File: src/rtl/mac_pkg.sv
// Shared types and constants for the MAC sequencing controller.
package mac_pkg;

  typedef enum logic [1:0] {
    ST_IDLE,
    ST_RUN,
    ST_DRAIN,
    ST_FINISH
  } mac_state_e;

  localparam int MODE_MUL = 0;
  localparam int MODE_ACC = 1;

endpackage

File: src/rtl/mac_valid_pipe.sv
// Fixed-depth valid delay line tracking samples in flight through the datapath.
module mac_valid_pipe #(
  parameter int DEPTH = 3
) (
  input  logic clk,
  input  logic rst,
  input  logic i_clear,
  input  logic i_valid,
  output logic o_valid
);

  logic [DEPTH-1:0] r_pipe;

  // Shift form keeps DEPTH=1 legal without a separate generate branch.
  always_ff @(posedge clk or posedge rst) begin
    if (rst) begin
      r_pipe <= '0;
    end else if (i_clear) begin
      r_pipe <= '0;
    end else begin
      r_pipe <= (r_pipe << 1) | DEPTH'(i_valid);
    end
  end

  assign o_valid = r_pipe[DEPTH-1];

endmodule

File: src/rtl/mac_seq_ctrl.sv
// Run sequencer for a MAC datapath: mode latch, accumulator clear, valid tracking, end-of-run.
// Optional sample counter is built when MAC_SEQ_CNT_EN is defined.
module mac_seq_ctrl
  import mac_pkg::*;
#(
  parameter int                   NUM_MODES     = 4,
  parameter int                   MODE_W        = 2,
  parameter int                   PIPE_LAT      = 3,
  parameter logic [NUM_MODES-1:0] ACC_MODE_MASK = 4'b1010,
  parameter int                   CNT_W         = 16
) (
  input  logic                 clk,
  input  logic                 reset,
  input  logic [MODE_W-1:0]    mode,
  input  logic                 valid_in,
  input  logic                 last_in,
  output logic                 in_ready,
  output logic [NUM_MODES-1:0] enable,
  output logic                 acc_clear,
  output logic                 valid_out,
  output logic                 result_acc,
  output logic                 done,
  output logic                 mode_err
`ifdef MAC_SEQ_CNT_EN
  ,
  output logic [CNT_W-1:0]     sample_cnt
`endif
);

  localparam int                MASK_W       = 2 ** MODE_W;
  localparam logic [MODE_W:0]   NUM_MODES_C  = (MODE_W + 1)'(NUM_MODES);
  localparam logic [MASK_W-1:0] ACC_MASK_EXT = MASK_W'(ACC_MODE_MASK);
  localparam logic [3:0]        DRAIN_LOAD   = 4'(PIPE_LAT - 1);

  mac_state_e        r_state;
  logic [MODE_W-1:0] r_mode;
  logic [3:0]        r_drain_cnt;

  logic w_accept;
  logic w_legal;
  logic w_first;
  logic w_run_accept;
  logic w_mode_acc;
  logic w_push;
  logic w_pipe_clear;

  assign w_accept     = valid_in & in_ready;
  assign w_legal      = ({1'b0, mode} < NUM_MODES_C);
  assign w_first      = w_accept & (r_state == ST_IDLE) & w_legal;
  assign w_run_accept = w_accept & (r_state == ST_RUN);

  // In IDLE the mode is not latched yet, so the live input decides the kind of run.
  assign w_mode_acc   = (r_state == ST_IDLE) ? ACC_MASK_EXT[mode] : ACC_MASK_EXT[r_mode];
  assign w_push       = (w_first | w_run_accept) & (~w_mode_acc | last_in);
  assign w_pipe_clear = (r_state == ST_FINISH);

  mac_valid_pipe #(
    .DEPTH (PIPE_LAT)
  ) u_valid_pipe (
    .clk     (clk),
    .rst     (reset),
    .i_clear (w_pipe_clear),
    .i_valid (w_push),
    .o_valid (valid_out)
  );

  always_ff @(posedge clk or posedge reset) begin
    if (reset) begin
      r_state     <= ST_IDLE;
      r_mode      <= '0;
      r_drain_cnt <= '0;
      in_ready    <= 1'b1;
      enable      <= '0;
      acc_clear   <= 1'b0;
      result_acc  <= 1'b0;
      done        <= 1'b0;
      mode_err    <= 1'b0;
    end else begin
      acc_clear <= 1'b0;
      done      <= 1'b0;
      case (r_state)
        ST_IDLE: begin
          if (w_accept) begin
            if (w_legal) begin
              r_mode     <= mode;
              enable     <= NUM_MODES'(1) << mode;
              result_acc <= ACC_MASK_EXT[mode];
              acc_clear  <= ACC_MASK_EXT[mode];
              if (last_in) begin
                r_state     <= ST_DRAIN;
                in_ready    <= 1'b0;
                r_drain_cnt <= DRAIN_LOAD;
                done        <= (DRAIN_LOAD == 4'd0);
              end else begin
                r_state <= ST_RUN;
              end
            end else begin
              mode_err <= 1'b1;
            end
          end
        end
        ST_RUN: begin
          if (w_accept && last_in) begin
            r_state     <= ST_DRAIN;
            in_ready    <= 1'b0;
            r_drain_cnt <= DRAIN_LOAD;
            done        <= (DRAIN_LOAD == 4'd0);
          end
        end
        // Counter hits zero in the cycle the last sample's result leaves the pipe.
        ST_DRAIN: begin
          if (r_drain_cnt == 4'd0) begin
            r_state <= ST_FINISH;
          end else begin
            r_drain_cnt <= r_drain_cnt - 4'd1;
            done        <= (r_drain_cnt == 4'd1);
          end
        end
        ST_FINISH: begin
          r_state    <= ST_IDLE;
          in_ready   <= 1'b1;
          enable     <= '0;
          result_acc <= 1'b0;
        end
        default: begin
          r_state <= ST_IDLE;
        end
      endcase
    end
  end

`ifdef MAC_SEQ_CNT_EN
  always_ff @(posedge clk or posedge reset) begin
    if (reset) begin
      sample_cnt <= '0;
    end else if (w_first) begin
      sample_cnt <= CNT_W'(1);
    end else if (w_run_accept && (sample_cnt != '1)) begin
      sample_cnt <= sample_cnt + CNT_W'(1);
    end
  end
`endif

endmodule

File: config.mk
export PLATFORM = sky130hd
export DESIGN_NAME = mac_seq_ctrl
export DESIGN_NICKNAME = d
export VERILOG_FILES = /design/src/rtl/mac_pkg.sv /design/src/rtl/mac_valid_pipe.sv /design/src/rtl/mac_seq_ctrl.sv
export SDC_FILE = /design/constraint.sdc
export NUM_CORES = 1
export LEC_CHECK = 0
export CAP_MARGIN = 20
export CORE_MARGIN = 2
export CORE_UTILIZATION = 50
export CTS_CLUSTER_SIZE = 20
export DETAILED_ROUTE_END_ITERATION = 8
export PLACE_DENSITY = 0.86
export SLEW_MARGIN = 20
export SYNTH_ARGS = -nofsm -noshare
export SYNTH_HDL_FRONTEND = slang
export SYNTH_SLANG_ARGS = --single-unit
File: constraint.sdc
create_clock -name clk -period 2.31 [get_ports clk]
set_input_delay 0.231 -clock clk [delete_from_list [all_inputs] [get_ports clk]]
set_output_delay 0.231 -clock clk [all_outputs]
set_load 0.005 [all_outputs]
==> results_dict.tcl, run 1 <==
set metrics [dict create \
    met2_usage_pct 31.3 \
    fillCellCount 164 \
    cellLeakagePower_uw 0.000553 \
    cts_max_level 1 \
    clkSlewWorstSetupHoldPaths_ps 110 \
    finalClockSkew_ps 4.69 \
    peakVddDrop_mv 0.257 \
    ys_top_cells_by_area "dfrtp_1 (42%), ha_1 (11%), mux2i_1 (3.9%), inv_1 (3.7%), dfstp_2 (2.6%)" \
    crit_arrival_ps 2100 \
    worstMarginPinSlew_ps 687 \
    drive_gt1_share_pct 8.93 \
    overflow 0 \
    grt_usage_pct 17.7 \
    power_density_nw_per_um2 441 \
    clockBufferDepth 2 \
    yosysUniqueCellTypes 38 \
    wire_per_inst_um 13.8 \
    dieHeight_um 49.1 \
    synth_ff_type "dfrtp_1" \
    slowest_delay_ps 430 \
    gr-usage-met1_pct 21.0 \
    num_rows 16 \
    syn-mean-instance-area_um2 10.5 \
    grt_pass1_vias 746 \
    diodes 0 \
    crit_family "flip-flops" \
    setup_tns_ps 0 \
    maxSlewViolCount 0 \
    seq_area_frac_synth_pct 44.5 \
    first_pass_iters 4 \
    drt-initial-drc-count 17 \
    hold_buffers 0 \
    tritoncts "built" \
    final_cell_mix "dfrtp_1 (17), clkdlybuf4s50_1 (14), inv_1 (10)" \
    ant_nets 0 \
    relSlewSlack_pct 54.2 \
    run_status "finished, final reports clean" \
    synthCells 97 \
    path_cells "inv_1 -> ha_1 -> or2_1 -> a211oi_2 -> mux2_2" \
    synth-edff-count 0 \
    place.gp.congestion 0.884 \
    syn-cell-area_um2 1010 \
    syn_nets 112 \
    max_freq_mhz 525 \
    critPathMaxFanout 8 \
    hold_slack_ps 330 \
    port_buffers 14 \
    hpwlAfterDp_um 1450 \
    grt_max_degree 19 \
    synth-async-reset-ratio_pct 100 \
    finalHoldViolCount 0 \
    drc 0 \
    wl_um 1920 \
    nNetsFinal 128 \
    synth_seq_cells 18 \
    antenna_found_initial 0 \
    final_common_cell "dfrtp_1" \
    ctsResizeCount 0 \
    cap_viol_max_count 0 \
    io_pins 16 \
    met3_usage_pct 2.45 \
    setup_viol 0 \
    postCtsSetupBuffers 0 \
    slowest_stage "dfrtp_1" \
    cp.required_ps 2500 \
    synth_top_area_share_pct 41.9 \
    min_period_ps 1910 \
    num_vias 787 \
    worstSetupPathType "reg -> reg" \
    cts_sinks 18 \
    yosysWarnings 0 \
    fp.dieArea_um2 2410 \
    gr-max-usage-layer "met2" \
    hold_class "in -> async" \
    clock_latency_ps 290 \
    start_util_pct 52.3 \
    cp-start-kind "flop" \
    end_kind "flop" \
    finalCritPeriodShare_pct 82.5 \
    clockRootBuffer "clkbuf_4" \
    die_width_um 49.1 \
    worst-path-buf-inv 1 \
    cts_buffers 3 \
    grt_pass1_wl_um 3320 \
    core_um2 1940 \
    vias_per_cell 5.66 \
    synth_top_area_cell "dfrtp_1" \
    areaGrowthSynthToFinish_pct 19.2 \
    rsz0062_at_grt "false" \
]
layout make-up:
cell class	instances	area, um^2	share of cell area [%]
Clock buffer	4	36.3	3.00
Inverter	10	37.5	3.10
Multi-Input combinational cell	66	510	42.2
Sequential cell	18	452	37.3
Tap cell	27	33.8	2.79
Timing Repair Buffer	14	140	11.6
cell families after synthesis:
group           count (synthesis)  synth area share, %
simple gates                   29                 15.7
compound gates                 21                 17.0
flops                          18                 44.5
buf+inv                        13                 5.18
fa+ha+maj                       9                 11.1
mux                             6                 6.17
other cells                     1                0.370
cell usage after synthesis (all sizes together) (3+ instances only):
library cell,number
o21ai,3
inv,10
nor2,3
a21oi,3
nand3,5
nand2,5
nor2b,4
dfrtp,17
nor3,3
ha,9
mux2i,4
path summary, 6_finish.rpt:
check	start	end	slack (ps)	depth (start not counted)
min in group clk	u_valid_pipe.r_pipe[1]$_DFF_PP0_	u_valid_pipe.r_pipe[2]$_DFF_PP0_	480	1
worst max-delay path	r_state[0]$_DFFE_PP0P_	r_drain_cnt[1]$_DFFE_PP0P_	400	5
worst min-delay path	reset	r_drain_cnt[1]$_DFFE_PP0P_	330	2
worst max register to register	r_state[0]$_DFFE_PP0P_	r_drain_cnt[1]$_DFFE_PP0P_	400	5
max in group asynchronous	reset	result_acc$_DFFE_PP0P_	1540	2
worst min register to register	u_valid_pipe.r_pipe[1]$_DFF_PP0_	u_valid_pipe.r_pipe[2]$_DFF_PP0_	480	1
where the power goes:
group | switching, uW | internal, uW | leakage (uW)
clock | 99.6 | 96.1 | 0.0000210
sequential | 0 | 315 | 0.000232
combinational | 13.4 | 9.22 | 0.000300
total | 113 | 420 | 0.000553
stage by stage:
| stage | std cells | total power, uW | instance area, um^2 | util [%] | setup slack [ps] |
|---|---|---|---|---|---|
| CTS | 139 | 535 | 1210 | 62.3 | 415 |
| finish | 139 | 533 | 1210 | 62.3 | 404 |
| global route | 139 | 555 | 1210 | 62.3 | 294 |
| floorplan | 97 | 332 | 1010 | - | 585 |
| detailed placement | 135 | 344 | 1170 | 60.4 | 438 |
| global placement | 135 | 343 | 1170 | 60.4 | 507 |
sequential cells by signal, summed over array words and instances (netlist names):
signal and cells:
r_state 2, r_mode 1, result_acc 1, enable 4, u_valid_pipe.r_pipe 3, acc_clear 1, done 1, r_drain_cnt 4
in_ready 1
routing by layer:
| metal | wire length, um | part of all wire (%) |
|---|---|---|
| met1 | 810 | 42 |
| met2 | 970 | 51 |
| met3 | 94 | 4.9 |
| met4 | 40 | 2.1 |
| met5 | 0 | 0 |
Note: power is estimated with default switching activity, not from simulation.
==> inputs of run 2 (changes only) <==
==> constraint.sdc (replaced) <==
create_clock -name clk -period 1.9 [get_ports clk]
set_input_delay 0.19 -clock clk [delete_from_list [all_inputs] [get_ports clk]]
set_output_delay 0.19 -clock clk [all_outputs]
set_load 0.005 [all_outputs]
==> results_dict.tcl, run 2 (synthesis gave the netlist of run 1 again) <==
set metrics [dict create \
    r2r_cells 5 \
    gr-max-usage-layer "met2" \
    met2_usage_pct 32.4 \
    tritoncts "built" \
    dieHeight_um 49.1 \
    clkSlewWorstSetupHoldPaths_ps 100 \
    num_rows 16 \
    grt_usage_pct 17.4 \
    cts_buffers 3 \
    slowest_delay_ps 380 \
    fillCellCount 177 \
    cap_viol_max_count 0 \
    cellLeakagePower_uw 0.000581 \
    core_um2 1940 \
    grt_max_degree 19 \
    finalCritPeriodShare_pct 95.6 \
    nNetsFinal 133 \
    relSlewSlack_pct 55.3 \
    overflow 0 \
    max_freq_mhz 550 \
    io_pins 16 \
    port_buffers 14 \
    cts_max_level 1 \
    finalHoldViolCount 0 \
    ant_nets 0 \
    hold_class "in -> async" \
    wire_per_inst_um 13.0 \
    die_width_um 49.1 \
    wl_um 1870 \
    top_regs "enable: 4 flops, r_drain_cnt: 4 flops, u_valid_pipe.r_pipe: 3 flops" \
    met3_usage_pct 2.45 \
    clockRootBuffer "clkbuf_4" \
    slowest_stage "dfrtp_1" \
    setup_tns_ps 0 \
    cp.required_ps 2090 \
    drc 0 \
    setup_viol 0 \
    antenna_found_initial 0 \
    num_vias 767 \
    final_common_cell "dfrtp_1" \
    crit_arrival_ps 2000 \
    areaGrowthSynthToFinish_pct 23.2 \
    final_cell_mix "dfrtp_1 (17), clkdlybuf4s50_1 (14), inv_1 (10)" \
    first_pass_iters 4 \
    hpwlAfterDp_um 1480 \
    clockBufferDepth 2 \
    critPathMaxFanout 5 \
    drt-initial-drc-count 8 \
    run_status "finished, final reports clean" \
    cp-start-kind "flop" \
    path_cells "inv_1 -> ha_1 -> or2_4 -> a211oi_2 -> mux2_2" \
    maxSlewViolCount 0 \
    clock_latency_ps 290 \
    finalClockSkew_ps 5.79 \
    peakVddDrop_mv 0.258 \
    power_uw 642 \
    multi_input_area_um2 513 \
    min_period_ps 1820 \
    place.gp.congestion 0.819 \
    drive_gt1_share_pct 13.7 \
    hold_buffers 0 \
    worstMarginPinSlew_ps 670 \
    start_util_pct 52.3 \
    grt_pass1_vias 775 \
    grt_pass1_wl_um 3310 \
    end_kind "flop" \
    diodes 0 \
    worstSetupPathType "reg -> reg" \
    power_density_nw_per_um2 514 \
    rsz0062_at_grt "false" \
    gr-usage-met1_pct 20.3 \
    vias_per_cell 5.33 \
    cts_sinks 18 \
    fp.dieArea_um2 2410 \
    regArea_um2 452 \
]
## run 2: changes by cell type in the layout (fill, tap and decap cells not counted)
cell   before  now
buf_4       0    5
or2_1       1    0
or2_4       0    1
## run 2: repair_timing
action                                  in CTS  in global routing
setup buffers                                0                  1
endpoints found under the setup margin       0                  1
hold endpoints to repair                     0                  0
resized for setup                            0                  1
## run 2: stage by stage
| stage | hold WS [ps] | utilization (%) | cell area [um^2] | cells | worst slack (ps) |
|---|---|---|---|---|---|
| floorplan | 128 | - | 1010 | 97 | 175 |
| global placement | 449 | 62.0 | 1200 | 139 | 188 |
| detailed placement | 461 | 62.0 | 1200 | 139 | 127 |
| CTS | 310 | 63.9 | 1240 | 143 | 112 |
| global route | 368 | 64.4 | 1250 | 144 | 4.94 |
| finish | 287 | 64.4 | 1250 | 144 | 83.4 |
## run 2: path summary, 6_finish.rpt
kind                                              from                         end  slack, ps
worst max-delay path            r_state[1]$_DFFE_PP0P_  r_drain_cnt[1]$_DFFE_PP0P_         80
max in group asynchronous                        reset       enable[2]$_DFFE_PP0P_       1190
worst min register to register  result_acc$_DFFE_PP0P_      result_acc$_DFFE_PP0P_        490
worst min-delay path                             reset       r_mode[0]$_DFFE_PP0P_        290
min in group clk                result_acc$_DFFE_PP0P_      result_acc$_DFFE_PP0P_        490
worst max register to register  r_state[1]$_DFFE_PP0P_  r_drain_cnt[1]$_DFFE_PP0P_         80
## run 2: worst max-delay path, delay by kind of cell (launching register included)
kind	cells	cell delay, ps
DFF	1	380
muxes	1	370
AOI/OAI and AO/OA	1	330
and+or+nand+nor	1	290
adders and majority gates	1	240
buffers and inverters	1	100
## run 2: final cells by class
type	count	area share (%)
flip-flops and latches	18	36.1
clock buffers	4	2.90
well taps	27	2.70
inverters	10	3.00
repair buffers	19	14.2
multi-input cells	66	41.0
## run 2: where the power goes
part	total (uW)	leakage, uW	switching [uW]	internal (uW)
Sequential	383	0.000232	0	383
Clock	231	0.0000210	114	117
Combinational	28.6	0.000328	16.2	12.5
Total	642	0.000581	130	512
## run 2: layer usage
metal,routed length [um],vias up
li1,-,385
met4,10,0
met3,68,2
met5,0,-
met1,796,367
met2,990,13
==> inputs of run 3 (changes only) <==
--- a/config.mk
+++ b/config.mk
@@ -11,7 +11,7 @@
 export CTS_CLUSTER_SIZE = 20
 export DETAILED_ROUTE_END_ITERATION = 8
 export PLACE_DENSITY = 0.86
-export SLEW_MARGIN = 20
+export REMOVE_ABC_BUFFERS = 1
 export SYNTH_ARGS = -nofsm -noshare
 export SYNTH_HDL_FRONTEND = slang
 export SYNTH_SLANG_ARGS = --single-unit
==> constraint.sdc (replaced) <==
create_clock -name clk -period 1.7 [get_ports clk]
set_input_delay 0.17 -clock clk [delete_from_list [all_inputs] [get_ports clk]]
set_output_delay 0.17 -clock clk [all_outputs]
set_load 0.005 [all_outputs]
==> results_dict.tcl, run 3 (synthesis gave the netlist of run 1 again) <==
set metrics [dict create \
    clock_latency_ps 320 \
    areaGrowthSynthToFinish_pct 38.1 \
    setup_ws_ps 8.04 \
    dieHeight_um 49.1 \
    clkSlewWorstSetupHoldPaths_ps 110 \
    hold_class "in -> async" \
    core_um2 1940 \
    r2r_slack_ps 8 \
    peakVddDrop_mv 0.354 \
    end_kind "flop" \
    clockBufferDepth 2 \
    grt_pass1_wl_um 4490 \
    port_buffers 14 \
    tritoncts "built" \
    antenna_found_initial 0 \
    die_width_um 49.1 \
    diodes 0 \
    worstSetupPathType "reg -> reg" \
    wl_um 2860 \
    rsz0062_at_grt "true" \
    r2r-end "r_drain_cnt[1]$_DFFE_PP0P_" \
    nNetsFinal 144 \
    maxSlewViolCount 0 \
    cap_viol_max_count 0 \
    r2r_start "r_state[0]$_DFFE_PP0P_" \
    place_ws_ps -51.8 \
    cts_sinks 18 \
    finalClockSkew_ps 12.5 \
    num_rows 16 \
    r2r_cells 5 \
    grt_usage_pct 24.8 \
    drc 0 \
    wire_per_inst_um 18.5 \
    run_status "finished, final reports clean" \
    cts_max_level 1 \
    drt-initial-drc-count 46 \
    cp.required_ps 1900 \
    max_freq_mhz 591 \
    io_pins 16 \
    hpwlAfterDp_um 1680 \
    setup_viol 0 \
    power_uw 705 \
    final_cell_mix "dfrtp_1 (17), buf_4 (16), clkdlybuf4s50_1 (14)" \
    min_period_ps 1690 \
    cts_buffers 3 \
    drive_gt1_share_pct 28.9 \
    finalHoldViolCount 0 \
    place.gp.congestion 0.760 \
    first_pass_iters 4 \
    hold_buffers 0 \
    fp.dieArea_um2 2410 \
    power_density_nw_per_um2 503 \
    num_vias 933 \
    finalCritPeriodShare_pct 99.5 \
    grt_pass1_vias 991 \
    start_util_pct 52.3 \
    vias_per_cell 6.02 \
    cp-start-kind "flop" \
    cellLeakagePower_uw 0.000653 \
    critPathMaxFanout 5 \
    top_regs "enable: 4 flops, r_drain_cnt: 4 flops, u_valid_pipe.r_pipe: 3 flops" \
    clockRootBuffer "clkbuf_4" \
    ant_nets 0 \
    overflow 0 \
    grt_max_degree 19 \
    final_common_cell "dfrtp_1" \
    crit_arrival_ps 1890 \
]
## run 3: cell count changes in the layout (fill, tap and decap cells not counted), sizes merged
cell / delta
buf: +11
## run 3: how the worst max path moves through the flow
stage / from / end
floorplan: r_state[0]$_DFFE_PP0P_ / r_drain_cnt[1]$_DFFE_PP0P_
global placement: valid_in / r_drain_cnt[1]$_DFFE_PP0P_
detailed placement: r_state[0]$_DFFE_PP0P_ / r_drain_cnt[1]$_DFFE_PP0P_
CTS: r_state[0]$_DFFE_PP0P_ / r_drain_cnt[1]$_DFFE_PP0P_
global route: r_state[0]$_DFFE_PP0P_ / r_drain_cnt[1]$_DFFE_PP0P_
finish: r_state[0]$_DFFE_PP0P_ / r_drain_cnt[1]$_DFFE_PP0P_
## run 3: stage by stage
step                hold WS (ps)  utilization [%]  TNS [ps]  cells  cell area (um^2)
finish                       165             72.2         0    155              1400
global route                 217             72.2     -60.7    155              1400
CTS                          190             70.2         0    154              1360
detailed placement           448             64.3     -93.3    145              1250
global placement             444             64.3         0    145              1250
floorplan                    108                -     -25.3     94              1000
## run 3: what timing repair did
| action | in CTS | in global routing |
|---|---|---|
| hold endpoints to repair | 0 | 0 |
| gates resized for setup | 11 | 8 |
| setup buffers | 5 | 1 |
| endpoints found under the setup margin | 4 | 5 |
| pin swaps | 2 | 5 |
## run 3: worst max-delay path, stage by stage, from the launching register on
cell and delay [ps]:
dfrtp_1 440, inv_2 90, ha_4 160, or2_4 290, a211oi_4 260, mux2_4 330
## run 3: final cells by class
class                   count  area, um^2
clock buffers               4        26.3
fillers                   122         541
inverters                  10        37.5
multi-input cells          66         592
flip-flops and latches     18         452
well taps                  27        33.8
repair buffers             30         260
## run 3: report_power, final
part | internal, uW | switching, uW
sequential | 428 | 0
combinational | 15.7 | 21.4
clock | 91.9 | 148
## run 3: routing by layer
layer / up-vias / track usage [%] / part of all wire, %
met4: 0 / 17.1 / 5.0
li1: 408 / - / -
met1: 441 / 26.4 / 37
met3: 17 / 5.21 / 7.0
met5: - / 0 / 0
met2: 67 / 43.6 / 51
